===== config.mk =====
export PLATFORM = sky130hd
export DESIGN_NAME = quad_decoder
export DESIGN_NICKNAME = d
export VERILOG_FILES = /design/src/rtl/quad_decoder.sv
export SDC_FILE = /design/constraint.sdc
export NUM_CORES = 1
export LEC_CHECK = 0
export BUFFER_PORTS_ARGS = -buffer_cell sky130_fd_sc_hd__buf_2
export CAP_MARGIN = 25
export CORE_UTILIZATION = 40
export DETAILED_ROUTE_END_ITERATION = 6
export GPL_ROUTABILITY_DRIVEN = 0
export SYNTH_ARGS = -nofsm -noshare
export SYNTH_HDL_FRONTEND = slang
export SYNTH_SLANG_ARGS = --single-unit

===== constraint.sdc =====
create_clock -name clk -period 4.4 [get_ports clk]
set_input_delay 0.44 -clock clk [delete_from_list [all_inputs] [get_ports clk]]
set_output_delay 0.44 -clock clk [all_outputs]
set_load 0.1 [all_outputs]

===== src/rtl/quad_decoder.sv =====
// Quadrature encoder decoder: synchronizes the A/B channels, debounces the
// two-bit level with a stability filter, and turns accepted level changes
// into a signed position count with step/dir pulses and a sticky error flag.
// There are no valid/ready handshakes: clear, latch and err_clr are single-cycle
// strobes that act on the next rising edge of clk.
module quad_decoder #(
  parameter int POS_W    = 32,
  parameter int FILT_LEN = 3
) (
  input  logic             clk,
  input  logic             rst,
  input  logic             enc_a,
  input  logic             enc_b,
  input  logic             clear,
  input  logic             latch,
  input  logic             err_clr,
  output logic [POS_W-1:0] position,
  output logic [POS_W-1:0] position_latched,
  output logic             step,
  output logic             dir,
  output logic             err
);

  localparam int CNT_W = $clog2(FILT_LEN + 1);
  localparam logic [CNT_W-1:0] CNT_LAST = CNT_W'(FILT_LEN);

  // Phase index along the increment sequence 00 -> 10 -> 11 -> 01.
  function automatic logic [1:0] phase_of(input logic [1:0] ab);
    return {ab[0], ab[1] ^ ab[0]};
  endfunction

  logic [1:0]       sync1_q, sync1_d;
  logic [1:0]       sync2_q, sync2_d;
  logic [1:0]       prev_q, prev_d;
  logic [CNT_W-1:0] cnt_q, cnt_d;
  logic [1:0]       acc_q, acc_d;
  logic             primed_q, primed_d;
  logic [POS_W-1:0] position_q, position_d;
  logic [POS_W-1:0] latched_q, latched_d;
  logic             step_q, step_d;
  logic             dir_q, dir_d;
  logic             err_q, err_d;

  logic             accept;
  logic             stable;
  logic             differs;
  logic [CNT_W-1:0] cnt_inc;
  logic [1:0]       delta;

  // Synchronizer, filter and decode: next-state for every register.
  always_comb begin
    sync1_d    = {enc_a, enc_b};
    sync2_d    = sync1_q;
    prev_d     = sync2_q;
    stable     = (sync2_q == prev_q);
    // Before priming every level counts as new, even one equal to acc_q.
    differs    = !primed_q || (sync2_q != acc_q);
    cnt_inc    = cnt_q + 1'b1;
    cnt_d      = '0;
    accept     = 1'b0;
    if (stable && differs) begin
      if (cnt_inc == CNT_LAST) begin
        accept = 1'b1;
      end else begin
        cnt_d = cnt_inc;
      end
    end

    delta      = phase_of(sync2_q) - phase_of(acc_q);
    acc_d      = acc_q;
    primed_d   = primed_q;
    position_d = position_q;
    step_d     = 1'b0;
    dir_d      = dir_q;
    err_d      = err_clr ? 1'b0 : err_q;
    latched_d  = latch ? position_q : latched_q;

    if (accept) begin
      acc_d    = sync2_q;
      primed_d = 1'b1;
      if (primed_q) begin
        case (delta)
          2'd1: begin
            position_d = position_q + POS_W'(1);
            step_d     = 1'b1;
            dir_d      = 1'b1;
          end
          2'd3: begin
            position_d = position_q - POS_W'(1);
            step_d     = 1'b1;
            dir_d      = 1'b0;
          end
          2'd2:    err_d = 1'b1;
          default: ;
        endcase
      end
    end

    // Clear wins over a same-cycle count but leaves step/dir untouched.
    if (clear) begin
      position_d = '0;
    end
  end

  // State registers with synchronous reset.
  always_ff @(posedge clk) begin
    if (rst) begin
      sync1_q    <= '0;
      sync2_q    <= '0;
      prev_q     <= '0;
      cnt_q      <= '0;
      acc_q      <= '0;
      primed_q   <= 1'b0;
      position_q <= '0;
      latched_q  <= '0;
      step_q     <= 1'b0;
      dir_q      <= 1'b0;
      err_q      <= 1'b0;
    end else begin
      sync1_q    <= sync1_d;
      sync2_q    <= sync2_d;
      prev_q     <= prev_d;
      cnt_q      <= cnt_d;
      acc_q      <= acc_d;
      primed_q   <= primed_d;
      position_q <= position_d;
      latched_q  <= latched_d;
      step_q     <= step_d;
      dir_q      <= dir_d;
      err_q      <= err_d;
    end
  end

  assign position         = position_q;
  assign position_latched = latched_q;
  assign step             = step_q;
  assign dir              = dir_q;
  assign err              = err_q;

endmodule


==> key figures, run 1 <==
Cells and area
  • Final Instance Area: ~0.0049 sq mm
  • Fill cell count: around 1,100
  • # diodes: 0
  • Fin nets: between 500 and 600
  • Area Growth Syn to Fin: 11.8%
  • Fraction of final layout cells sized beyond drive strength 1: roughly 20%

Synthesis
  • Seq/Total Area, Yosys: 35.5%
  • Main synth FF type: dfxtp_1
  • Netlist cell types: 69
  • Post-synth top area cell: dfxtp_1
  • Synth Cell Area: between 0.004 and 0.005 sq mm
  • Ys async rst share: 0%
  • Ys Warns: 0
  • Share of the synthesized area in the top cell type: between 30% and 40%
  • Synth top cells by count: dfxtp_1 (78), nor2_1 (74), mux2i_1 (42)
  • Syn Nets: ~530
  • Cells after Synth: between 500 and 600
  • Mean Syn Cell Area: about 8.4 sq um
  • Post-synth EDFFs: 0
  • Area contributors post-synth: dfxtp_1 (35%), mux2i_1 (9.5%), nor2_1 (6.3%)
  • #FFs+latches synth: just under 80
  • Top-count cell post-synth: dfxtp_1

Worst setup path
  • Critical path endpoint category: register
  • CP required: roughly 4.7 ns
  • CP startpoint kind: register
  • CP max stage cell: dfxtp_1
  • Crit-path cells: xnor2_1, ha_1, xor3_1, nand2_2, xnor2_1, ha_1, or4_1, nor4_1, nand3_1, nor4_1, nor3_1, nor3_1
  • Crit path max-delay family: simple AND/OR/NAND/NOR gates
  • Worst path arrival time: slightly below 4 ns
  • Kind of critical path: reg -> reg
  • CP bufs+invs: 0
  • CP Max Fanout: 11
  • Highest cell delay on the worst timing path: ~0.52 ns

Timing
  • Worst relative slew slack: 35.1%
  • Fin crit share: a little over four fifths
  • Final Hold Vio Count: 0
  • Fmax: 270 MHz
  • Worst Tran Pin Value: between 0.9 and 1 ns
  • Hold WS: 0.295 ns
  • RSZ-0062 raised after global routing: no
  • Fin. max-slew vios: 0
  • Clk_skew: ~0.0073 ns
  • Final setup fails: 0
  • Crit path setup slack, layout: 0.699 ns
  • Sum Neg Setup Slack: 0 ns
  • Post-layout min period: between 3 and 4 ns

Power and ir drop
  • Sw frac: between 20% and 30%
  • Clk pwr share: 39.2%
  • PwrDens: 269 mW/mm^2
  • Internal Power: 993 uW
  • Peak VDD IR: around 0.13 mV
  • Switching power: 334 uW
  • Comb power frac: approximately 6.9%
  • Design Power: around 1300 uW
  • Pleak: roughly 0.0021 uW
  • Seq pwr share: around 54%

Routing
  • DRC: 0
  • Total Wirelength: between 10,000 and 15,000 um
  • Post-DR wirelength/cell: around 18 um
  • Antenna Nets Post-Route: 0
  • DRT iter0 DRCs: 390
  • Vias: between 4,000 and 5,000
  • 1st-pass router iterations: 6
  • Routed vias/inst: 6.09

Floorplan
  • Starting Density: 41.9%
  • Core area: around 0.011 sq mm
  • Die X: approximately 110 um
  • DIE HEIGHT: approximately 110 um
  • Rows: 37
  • # IOs: 74
  • Die area: between 0.01 and 0.015 sq mm

Run status
  • Status: completed

Placement
  • Placed cell area: between 0.004 and 0.005 sq mm
  • Port bufs: 73
  • Place WS: about 0.76 ns
  • DP Wirelength: 8560 um

Clocking
  • Skew-Pair Late Insertion Delay: approximately 0.35 ns
  • TritonCTS Buffers: 9
  • Cts hold-fix bufs: 0
  • Worst-case clock buffer depth: 2
  • Clk slew on worst S/H paths: ~0.08 ns
  • Root buf cell: clkbuf_8
  • CTS Sinks: 78
  • Post-CTS sizing: 0
  • TritonCTS clock tree: yes
  • Post-CTS Setup Repair Bufs: 0
  • H-tree Lvls: 3

Global routing
  • Largest net degree at the start of global routing: 51
  • GRT overflow: 0
  • Total GRT Usage: between 20% and 30%
  • First-pass GRT wire length: roughly 20,000 um
  • Vias in the first global route: between 3,000 and 4,000
  • Antenna violations before repair: 0

Worst hold path
  • Worst min-delay path class: in -> reg

Flow run
  • Max-Cap Viols: 0
-- registers in the layout, summed over array words and instances, names as in the netlist --
register	cells
acc_q	2
position	32
prev_q	2
step	1
primed_q	1
position_latched	32
sync1_q	2
dir	1
prev_d	2
cnt_q	2
err	1
-- cell families after synthesis --
| kind of cell | after synthesis | share of synthesized area (%) |
|---|---|---|
| compound gates | 69 | 11.4 |
| xor+xnor | 24 | 5.43 |
| mux | 42 | 9.55 |
| simple gates | 255 | 32.0 |
| fa+ha+maj | 3 | 0.852 |
| flops | 78 | 35.5 |
| buf+inv | 53 | 5.26 |
-- worst reg2reg max path: cells and delay by family (launching register included) --
family / cells / cell delay, ns
and+or+nand+nor: 7 / 1.86
xor gates and xnor gates: 3 / 0.76
DFF: 1 / 0.52
adders and majority gates: 2 / 0.50
-- path summary, 6_finish.rpt --
kind | slack [ns] | cells past startpoint | start | endpoint
hold reg to reg | 0.41 | 1 | cnt_q[0] | cnt_q[0]
setup reg to reg | 0.70 | 12 | prev_d[0] | position[30]
hold / removal | 0.29 | 2 | enc_b | sync1_q[0]
setup / recovery | 0.70 | 12 | prev_d[0] | position[30]
-- per-stage QoR --
stage	std cells	util, %
6_report	703	46.9
5_1_grt	703	46.9
4_1_cts	703	46.9
3_5_place_dp	689	45.2
3_3_place_gp	689	45.2
2_1_floorplan	524	-
-- cell type report --
type,count,area [sq um],share of cell area (%)
clock buffers,9,124,2.51
multi-input cells,393,2610,53.0
flip-flops and latches,78,1560,31.7
well taps,136,170,3.45
inverters,7,26.3,0.533
clock inverters,5,52.6,1.07
repair buffers,75,380,7.72
-- placed cells by master, fill, tap and decap left out, drive strengths merged, types with 2 or more instances in the layout --
cell     netlist  routed
clkbuf        24       9
or4           17      17
mux2i         42      42
nor3          30      30
xnor2         15      15
nand4         20      20
inv            7       7
and2           2       2
o32ai          3       3
nand2         23      23
o21a           4       4
a31oi          3       3
nor4          26      26
buf           22      75
nor2          75      75
dfxtp         78      78
nand3         22      22
a21o           2       2
or3           14      14
a21oi         15      15
or2            7       7
nor3b          4       4
clkinv         0       3
o31ai          3       3
xor2           7       7
o2111ai        3       3
o311ai         2       2
and3           2       2
nor2b          6       6
o21ai         15      15
a211oi         5       5
a311oi         2       2
ha             3       3
-- power groups by stage --
stage               clock, uW  sequential (uW)  combinational [uW]
floorplan                   0              731                73.5
global placement            0              732                89.9
detailed placement          0              732                90.6
CTS                       537              716                91.1
global route              560              717                99.6
finish                    520              716                91.5
-- layer usage --
| metal | share of wire, % | wire (um) | vias to the layer above | track usage, % |
|---|---|---|---|---|
| li1 | - | - | 1999 | - |
| met1 | 44 | 5520 | 1997 | 30.4 |
| met2 | 45 | 5610 | 248 | 34.2 |
| met3 | 8.7 | 1080 | 34 | 4.01 |
| met4 | 2.1 | 263 | 0 | 11.0 |
| met5 | 0 | 0 | - | 0 |
No activity file was read; power rests on OpenSTA's default activity.
==> run 2, diff against run 1 <==
- clock period: 4.4 -> 3.4 ns (I/O delays scaled with it)
==> key figures, run 2 (synthesis results as in run 1) <==
Global routing
  • Antenna violations before repair: 0
  • Vias in the first global route: 3,912
  • First-pass GRT wire length: a little over 20,000 um
  • GRT overflow: 0
  • Largest net degree at the start of global routing: 50
  • Total GRT Usage: a little under a quarter

Routing
  • Antenna Nets Post-Route: 0
  • Routed vias/inst: roughly 5.9
  • DRT iter0 DRCs: 359
  • Post-DR wirelength/cell: about 17 um
  • Vias: 4,205
  • Total Wirelength: about 13,000 um
  • 1st-pass router iterations: 5
  • DRC: 0

Floorplan
  • # IOs: between 70 and 80
  • Die X: roughly 110 um
  • DIE HEIGHT: roughly 110 um
  • Rows: 37
  • Starting Density: a little over two fifths
  • Core area: about 0.011 sq mm
  • Die area: 0.0114 sq mm

Power and ir drop
  • Pleak: about 0.0021 uW
  • Design Power: ~1700 uW
  • Switching power: 430 uW
  • Sw frac: roughly 25%
  • Seq pwr share: 54.6%
  • Internal Power: between 1000 and 1500 uW
  • Clk pwr share: around two fifths
  • Comb power frac: under 10%
  • Peak VDD IR: between 0.2 and 0.3 mV
  • PwrDens: 338 mW/mm^2

Timing
  • Final setup fails: 0
  • Worst Tran Pin Value: between 0.9 and 1 ns
  • Clk_skew: 0.00766 ns
  • Fin crit share: ~91%
  • Post-layout min period: slightly above 3 ns
  • Fin. max-slew vios: 0
  • Fmax: between 300 and 400 MHz
  • Sum Neg Setup Slack: 0 ns
  • Hold WS: roughly 0.19 ns
  • Worst relative slew slack: 35.3%
  • Final Hold Vio Count: 0

Placement
  • DP Wirelength: about 8700 um
  • Placed Cells: 699
  • Port bufs: 73

Cells and area
  • Fin nets: 584
  • Post-route insts no fill: between 700 and 800
  • # diodes: 0
  • Area Growth Syn to Fin: 14.0%
  • Most frequent cells in the layout: dfxtp_1 (77), nor2_1 (74), buf_2 (73)
  • Commonest non-fill, non-tap cell in the layout: dfxtp_1
  • Fraction of final layout cells sized beyond drive strength 1: 21.9%

Run status
  • Status: completed

Clocking
  • H-tree Lvls: 3
  • Skew-Pair Late Insertion Delay: 0.36 ns
  • Worst-case clock buffer depth: 2
  • Clk slew on worst S/H paths: around 0.080 ns
  • Cts hold-fix bufs: 0
  • CTS Sinks: 78
  • TritonCTS clock tree: yes
  • Root buf cell: clkbuf_8
  • TritonCTS Buffers: 9

Worst setup path
  • Crit-path cells: xnor2_1, ha_1, xor3_1, nand2_2, xnor2_1, ha_1, or4_1, nor4_2, nand3_1, nor4_2, nor3_1, nor3_1
  • Highest cell delay on the worst timing path: 0.48 ns
  • Worst path arrival time: 3.40 ns
  • Kind of critical path: reg -> reg
  • CP max stage cell: or4_1
  • CP startpoint kind: register
  • CP Max Fanout: 5
  • CP required: 3.68 ns
  • Critical path endpoint category: register

Worst hold path
  • Worst min-delay path class: in -> reg

Flow run
  • Max-Cap Viols: 0
==> run 2: cell count changes in the layout (fill, tap and decap cells not counted), sizes merged <==
cell and change:
buf +10, bufinv -1, clkinvlp -1, clkbuf +4
==> run 2: path summary, 6_finish.rpt <==
path                  end  slack [ns]       from  depth (start not counted)
min reg2reg      cnt_q[0]        0.41   cnt_q[0]                          1
max          position[30]        0.29  prev_d[1]                         12
min            sync1_q[1]        0.19      enc_a                          2
max reg2reg  position[30]        0.29  prev_d[1]                         12
==> run 2: what timing repair did <==
action / CTS / global route
endpoints found under the setup margin: 0 / 7
buffers inserted: 0 / 0
resized for setup: 0 / 5
==> run 2: layout make-up <==
class | count | area [sq um]
fillers | 1023 | 5490
repair buffers | 85 | 455
clock inverters | 3 | 18.8
inverters | 7 | 26.3
clock buffers | 13 | 159
flip-flops and latches | 78 | 1560
multi-input cells | 393 | 2630
well taps | 136 | 170
==> run 2: layer usage <==
metal | global-route usage [%] | routed length, um | vias to the layer above
met5 | 0 | 0 | -
met4 | 9.69 | 218 | 0
met3 | 4.92 | 832 | 23
met2 | 34.7 | 5660 | 185
met1 | 30.9 | 5790 | 1977
li1 | - | - | 2020
==> run 2: worst max-delay path, delay by kind of cell, from the launching register on <==
family	cells	cell delay (ns)
AND/OR/NAND/NOR	7	1.71
adder cells (fa/ha/maj)	2	0.42
flip-flops	1	0.44
XOR/XNOR	3	0.49
==> run 2: power groups by stage <==
stage	clock, uW	combinational (uW)	sequential, uW
6_report	646	124	926
5_1_grt	696	135	927
4_1_cts	666	124	926
3_5_place_dp	0	124	948
3_3_place_gp	0	122	947
2_1_floorplan	0	95.3	946
==> run 2: through the flow <==
step	area [sq um]	setup WS (ns)	util [%]
2_1_floorplan	4410	0.0226	-
3_3_place_gp	4820	0.280	45.9
3_5_place_dp	4820	0.135	45.9
4_1_cts	5000	0.105	47.6
5_1_grt	5020	-0.00165	47.8
6_report	5020	0.289	47.8
